<file path="src/rtl/hazard_unit_mc.sv">
// Hazard unit for the 5-stage MIPS pipeline: forwarding, flushes,
// load-use interlock, mult/div HI/LO busy tracker and stall counter.
module hazard_unit_mc #(
   parameter int REG_AW     = 5,
   parameter int MD_LATENCY = 4,
   parameter int SCNT_W     = 16
) (
   input  logic              clk,
   input  logic              rst,
   input  logic [REG_AW-1:0] rs_iss_hz_i,
   input  logic [REG_AW-1:0] rt_iss_hz_i,
   input  logic [REG_AW-1:0] rs_ex_hz_i,
   input  logic [REG_AW-1:0] rt_ex_hz_i,
   input  logic [REG_AW-1:0] rd_ex_hz_i,
   input  logic              mem_rd_ex_hz_i,
   input  logic [REG_AW-1:0] rd_mem_hz_i,
   input  logic              reg_wr_mem_hz_i,
   input  logic              mem_rd_mem_hz_i,
   input  logic [REG_AW-1:0] rd_wb_hz_i,
   input  logic              reg_wr_wb_hz_i,
   input  logic              branch_taken_ex_hz_i,
   input  logic              jump_iss_hz_i,
   input  logic              md_start_ex_hz_i,
   input  logic              md_use_iss_hz_i,
   output logic              stall_fetch_hz_o,
   output logic              stall_iss_hz_o,
   output logic              flush_ex_hz_o,
   output logic              flush_iss_hz_o,
   output logic [1:0]        fwd_p1_hz_o,
   output logic [1:0]        fwd_p2_hz_o,
   output logic              md_busy_hz_o,
   output logic [SCNT_W-1:0] stall_cnt_hz_o
);

   localparam logic [3:0] MD_INIT = 4'(MD_LATENCY);
   localparam logic [SCNT_W-1:0] SCNT_MAX = {SCNT_W{1'b1}};

   logic [3:0] md_cnt;
   logic [3:0] md_cnt_nxt;
   logic       mem_ok;
   logic       wb_ok;
   logic       ex_ld_ok;
   logic       mem_ld_ok;
   logic       lu;
   logic       md;
   logic       stall;

   // A load in MEM has no result yet, so it is never a forward source
   always_comb begin
      mem_ok = reg_wr_mem_hz_i && (rd_mem_hz_i != '0) && !mem_rd_mem_hz_i;
      wb_ok  = reg_wr_wb_hz_i && (rd_wb_hz_i != '0);
      fwd_p1_hz_o = 2'b00;
      fwd_p2_hz_o = 2'b00;
      if (mem_ok && rd_mem_hz_i == rs_ex_hz_i)
         fwd_p1_hz_o = 2'b10;
      else if (wb_ok && rd_wb_hz_i == rs_ex_hz_i)
         fwd_p1_hz_o = 2'b01;
      if (mem_ok && rd_mem_hz_i == rt_ex_hz_i)
         fwd_p2_hz_o = 2'b10;
      else if (wb_ok && rd_wb_hz_i == rt_ex_hz_i)
         fwd_p2_hz_o = 2'b01;
   end

   always_comb begin
      ex_ld_ok  = mem_rd_ex_hz_i && (rd_ex_hz_i != '0);
      mem_ld_ok = mem_rd_mem_hz_i && reg_wr_mem_hz_i
                  && (rd_mem_hz_i != '0);
      lu = (ex_ld_ok && (rd_ex_hz_i == rs_iss_hz_i
                         || rd_ex_hz_i == rt_iss_hz_i))
        || (mem_ld_ok && (rd_mem_hz_i == rs_iss_hz_i
                          || rd_mem_hz_i == rt_iss_hz_i));
   end

   // md_cnt is the tracker state: zero is IDLE, nonzero is BUSY
   always_ff @(posedge clk) begin
      if (rst)
         md_cnt <= '0;
      else
         md_cnt <= md_cnt_nxt;
   end

   always_comb begin
      md_cnt_nxt = md_cnt;
      if (md_start_ex_hz_i)
         md_cnt_nxt = MD_INIT;
      else if (md_cnt != '0)
         md_cnt_nxt = md_cnt - 4'd1;
   end

   always_comb begin
      md_busy_hz_o     = (md_cnt != '0);
      md               = md_use_iss_hz_i
                         && (md_busy_hz_o || md_start_ex_hz_i);
      stall            = (lu || md) && !branch_taken_ex_hz_i;
      stall_fetch_hz_o = stall;
      stall_iss_hz_o   = stall;
      flush_ex_hz_o    = branch_taken_ex_hz_i || jump_iss_hz_i || stall;
      flush_iss_hz_o   = branch_taken_ex_hz_i;
   end

   always_ff @(posedge clk) begin
      if (rst)
         stall_cnt_hz_o <= '0;
      else if (stall && stall_cnt_hz_o != SCNT_MAX)
         stall_cnt_hz_o <= stall_cnt_hz_o + SCNT_W'(1);
   end

endmodule

</file>
<file path="config.mk">
export PLATFORM = sky130hd
export DESIGN_NAME = hazard_unit_mc
export DESIGN_NICKNAME = d
export VERILOG_FILES = /design/src/rtl/hazard_unit_mc.sv
export SDC_FILE = /design/constraint.sdc
export NUM_CORES = 1
export LEC_CHECK = 0
export CAP_MARGIN = 40
export CORE_ASPECT_RATIO = 1.25
export CORE_MARGIN = 3
export CORE_UTILIZATION = 45
export CTS_CLUSTER_SIZE = 8
export DETAILED_ROUTE_END_ITERATION = 10
export DONT_BUFFER_PORTS = 1
export GPL_TIMING_DRIVEN = 0
export REMOVE_ABC_BUFFERS = 1
export SYNTH_ARGS = -nofsm -noshare
export SYNTH_HDL_FRONTEND = slang
export SYNTH_SLANG_ARGS = --single-unit
</file>
<file path="constraint.sdc">
create_clock -name clk -period 6.75 [get_ports clk]
set_input_delay 1.35 -clock clk [delete_from_list [all_inputs] [get_ports clk]]
set_output_delay 1.35 -clock clk [all_outputs]
set_load 0.01 [all_outputs]
</file>
* Yosys cells after proc, flatten, opt, wreduce, memory -nomap -nowiden
Cells that the tools add are included.
** Word-level totals
- Bits in registers :: 20
- Latch bits :: 0
- Bits in writable memories :: 0
- Memory bits (read-only) :: 0
- Bits of input ports :: 45
- Output and inout bits :: 25
- Logic and storage cells :: 50
- Memories kept :: 0
** Cells by class
- Add/sub/neg operators :: 2
- Multipliers :: 0
- Divide/modulo/power cells :: 0
- Magnitude comparators :: 0
- Eq/ne operators :: 9
- Shift-type cells :: 0
- Muxes and demuxes :: 6
- Bitwise operators :: 0
- Reduce and logical (&&, ||, !) cells :: 30
** Operators with widths (number)
- $eq A5 B5 Y1 :: 8
- $add A16 B1 Y16 const B :: 1
- $ne A16 B16 Y1 const B :: 1
- $logic_and A1 B1 Y1 :: 15
- $reduce_bool A5 Y1 :: 3
- $logic_or A1 B1 Y1 :: 7
- $mux W3 :: 2
- $mux W2 :: 2
- $reduce_bool A4 Y1 :: 1
- $sub A4 B1 Y4 const B :: 1
- $logic_not A1 Y1 :: 2
- $mux W1 :: 2
- $reduce_bool A2 Y1 :: 1
- $reduce_or A2 Y1 :: 1

* Logic depth before layout (Yosys ltp)
Gate-level depths: netlist of the first run.
- Word-level depth :: 7
- Gate-level depth with buffers :: 9
- Depth with buffers taken out :: 7

* Least setup slack after synthesis of the first run
Ideal clock, no wire load.
- Path kind :: input-to-output
- From :: in rd_mem_hz_i[2]
- To :: out stall_iss_hz_o
- Arrival time :: 3140 ps
- Required time :: 5400 ps
- Setup slack :: 2260 ps
- Stages :: 9
- Buffers on the path :: 4
- Cell sequence :: buf_2 or4_4 o21ai_4 nor2_2 a221oi_4 buf_6 buf_6 nor2_1 buf_4
** On the way
- Word-level cells in the longest chain between the ends :: 6
- Elaborated cells on any way between the ends :: 9
- Classes of those cells :: eq/ne: 2; reduce/logical: 7
** RTL lines
- start, declared :: line 16 : input logic [REG_AW-1:0] rd_mem_hz_i,
- $eq A5 B5 Y1, or another cell as far along :: line 70 : || (mem_ld_ok && (rd_mem_hz_i == rs_iss_hz_i
- $logic_or A1 B1 Y1 or $logic_and A1 B1 Y1 (tied branches) :: line 71, 67
- $logic_and A1 B1 Y1 (*) :: line 70
- $logic_or A1 B1 Y1 (*) :: line 70
- $logic_or A1 B1 Y1 (*) :: line 94 : stall = (lu || md) && !branch_taken_ex_hz_i;
- $logic_and A1 B1 Y1 (*) :: line 94
- end, declared :: line 26 : output logic stall_iss_hz_o,
Every way passes the cells marked *; elsewhere a longest branch is shown, timed or not.

* Worst setup path in the final report of the first run
- From :: in rd_ex_hz_i[1]
- To :: out stall_iss_hz_o
** On the way
- Word-level cells in the longest chain between the ends :: 6
- Elaborated cells on any way between the ends :: 9
- Classes of those cells :: eq/ne: 2; reduce/logical: 7
** RTL lines
- start, declared :: line 14 : input logic [REG_AW-1:0] rd_ex_hz_i,
- $eq A5 B5 Y1, or another cell as far along :: line 68 : lu = (ex_ld_ok && (rd_ex_hz_i == rs_iss_hz_i
- $logic_or A1 B1 Y1 or $logic_and A1 B1 Y1 (tied branches) :: line 69, 65
- $logic_and A1 B1 Y1 (*) :: line 68
- $logic_or A1 B1 Y1 (*) :: line 70
- $logic_or A1 B1 Y1 (*) :: line 94
- $logic_and A1 B1 Y1 (*) :: line 94
Marks and branches as above.

==> summary.txt, run 1 <==
Placed design
  – Dpl hpwl: 3160 um
  – Area of placed instances: 1660 um2
  – RD Place Congestion: 0.783
  – Port bufs: 0

Run
  – Max-Cap Viols: 0

Final layout
  – Post-route cell area: 1730 um2
  – Fillers: 357
  – Share of cells above drive strength 1: 6.60%
  – N_diodes: 0
  – Area grow syn2layout: 2.29%
  – Final nets: 245

Setup path
  – Worst setup path class: in -> out
  – Crit-path cells: or4_1, o21ai_0, inv_1, a221oi_4, nor2_1
  – FF-to-FF path depth: 7
  – Startpoint Class: input pin
  – Crit-path max cell delay: 810 ps
  – CP endpoint kind: output port
  – Critical path data arrival time: 3240 ps
  – Crit-path max FO: 28
  – Slowest cell on the critical path: a221oi_4
  – Required time worst endpoint: 5400 ps

CTS
  – Clk root buf: clkbuf_8
  – Worst skew pair latency: 270 ps
  – Longest Clk Path Bufs: 2
  – Sink Count: 20
  – Clk slew on worst S/H paths: 80 ps
  – TritonCTS clock tree: built
  – Cts hold-fix bufs: 0
  – Post-CTS sizing: 0
  – Post-CTS setup buffers: 0
  – H-tree Lvls: 1
  – Cts bufs inserted: 3

STA
  – Clk_skew: 8.28 ps
  – Count of final setup violators: 0
  – Total negative slack: 0 ps
  – Period minus WS final: 4590 ps
  – Final hold vios: 0
  – Hold_ws: 524 ps
  – RSZ-0062 raised after global routing: false
  – Max Slew Vio Count: 0
  – Final critical-path share of the clock period: 68.0%
  – Least-Margin Pin Slew: 989 ps
  – Slew Limit Headroom: 34.0%
  – Fmax: 218 MHz

Drt
  – DRT Wirelength: 4010 um
  – Residual DRC: 0
  – Vias/cell: 6.43
  – Vias post-DR: 1517
  – Routed wire per std cell: 17.0 um
  – Final ANT Viol Nets: 0
  – Initial DRC count: 57
  – DR pass1 iterations: 4

Synth
  – Count of unique library cells instantiated by Yosys: 38
  – Cells after Synth: 206
  – Mapped cell area: 1690 um2
  – Post-synth top area cell: dfxtp_1
  – Syn Area/Cell: 8.21 um2
  – Number of synthesized register bits: 20
  – Top area cells in the synthesized netlist: dfxtp_1 24%, xnor2_1 17%, or4_1 6.7%
  – Yosys warnings: 0
  – Synth top area share: 23.7%
  – Proportion of synthesized chip area in sequential cells: 23.7%

Die
  – Die span in x: 60.8 um
  – Site row count: 24
  – Ports: 70
  – Core area: 3540 um2
  – Effective utilization at floorplan: 47.7%
  – Die area: 4530 um2
  – Height of the die: 74.5 um

GRT
  – Antenna violations before repair: 0
  – Maximum number of pins on one net before global-route repair: 29
  – First-pass GRT wire length: 6130 um
  – Vias in the first global route: 1491
  – GRT Overall Usage: 17.5%
  – Gr ovfl total: 0

Min path
  – Hold path cells: 2
  – Worst min-delay path category: reg -> reg

Power
  – Sw frac: 24.1%
  – Internal power: 229 uW
  – Pwr Density: 174 nW/um2
  – Power, Total: 302 uW
  – Leakage power: 0.518 nW
  – Psw: 72.8 uW
  – Clock share of power: 40.2%
  – Flop pwr share: 41.3%
  – Gate power share: 18.4%
  – Worst vdd ir: 0.000194 V

Run status
  – Status: finished, final reports clean
cell type report:
class	instances	area, um2	area share (%)
Sequential cell	20	400	23.2
Clock inverter	1	30.0	1.74
Inverter	6	22.5	1.30
Tap cell	39	48.8	2.82
Clock buffer	3	41.3	2.39
Multi-Input combinational cell	167	1190	68.6
critical path: cells and delay by family:
kind / cells / cell delay [ps]
AO/OA/AOI/OAI: 2 / 1000
buffers and inverters: 1 / 100
AND/OR/NAND/NOR: 2 / 780
through the flow:
stage	setup slack [ps]	utilization [%]	instances
after floorplan	2390	-	193
after global placement	2160	46.8	232
after detailed placement	2110	46.8	232
after CTS	2110	48.8	236
after global routing	1960	48.8	236
final	2160	48.8	236
worst paths after layout:
path | from | endpoint | slack (ps)
worst max-delay path | rd_ex_hz_i[1] | stall_iss_hz_o | 2160
worst min-delay path | md_cnt[1] | md_cnt[1] | 520
worst max register to register | md_cnt[0] | stall_cnt_hz_o[15] | 4340
worst min register to register | md_cnt[1] | md_cnt[1] | 520
cells by family after synthesis:
kind of cell	share of synthesized area (%)
xor+xnor	21.8
compound gates	15.8
simple gates	27.0
mux	4.15
fa+ha+maj	1.48
flops	23.7
buf+inv	6.14
power groups by stage:
stage	Combinational [mW]	Clock, mW	Sequential [mW]
floorplan	0.0489	0	0.127
global placement	0.0537	0	0.127
detailed placement	0.0562	0	0.127
CTS	0.0564	0.122	0.125
global route	0.0625	0.128	0.125
finish	0.0556	0.121	0.125
flip-flops by register name, summed over array words and instances, names as in the netlist:
signal / cells
stall_cnt_hz_o: 16
md_cnt: 4
layout by cell type (no fill, tap or decap), types with 2 or more instances in the layout:
cell type,instances
clkbuf_8,3
o21a_1,2
nand2b_1,2
nor4_1,6
nand4_1,5
nor3_1,2
nor2_2,2
o31ai_1,11
o21ai_0,3
xnor2_1,32
dfxtp_1,20
a21oi_1,13
mux2_4,4
a2111oi_0,2
xor2_1,10
nor2_1,11
o22ai_1,2
ha_1,2
inv_1,6
or4_1,15
and3_1,3
nor2b_1,4
nand3_1,13
nand2_1,13
metal layers:
layer	share of wire, %	up-vias	global-route usage, %
met4	2.1	0	7.71
met2	51	71	34.2
met1	37	706	16.9
met5	0	-	0
met3	10	9	3.65
li1	-	731	-
cells in the mapped netlist:
master / count
inv_1: 6
mux2_4: 4
xor2_1: 10
ha_1: 2
nor2_2: 2
and3_1: 3
and4_1: 1
or4_1: 15
nand3_1: 13
nor3_1: 2
buf_2: 2
o31a_1: 1
buf_1: 1
dfxtp_1: 20
nor2_1: 11
buf_4: 2
nand4_1: 5
a221oi_4: 1
o22ai_1: 2
o21ai_4: 1
clkbuf_1: 5
nor2b_1: 4
o21a_1: 2
or4_4: 1
o31ai_1: 11
or3_1: 1
nand2b_1: 2
nand3b_1: 1
a2111oi_0: 2
buf_6: 3
mux2i_1: 1
xnor2_1: 32
o21bai_1: 1
nor3b_1: 1
a21oi_1: 13
nor4_1: 6
o21ai_0: 3
nand2_1: 13
No activity file was read; power rests on OpenSTA's default activity.
==> run 2: changes to the inputs <==
- clock period: 6.75 -> 4.2 ns (I/O delays scaled with it)
==> results of run 2 <==
The final DEF is identical to that of run 1. Status: finished, final reports clean.
Among the figures that moved: setup slack after placement 2110 ps -> 576 ps; setup slack after layout 2160 ps -> 630 ps; register-to-register setup slack 4340 ps -> 1790 ps; total power 0.302 mW -> 0.485 mW; worst IR drop on VDD 0.000194 V -> 0.000313 V
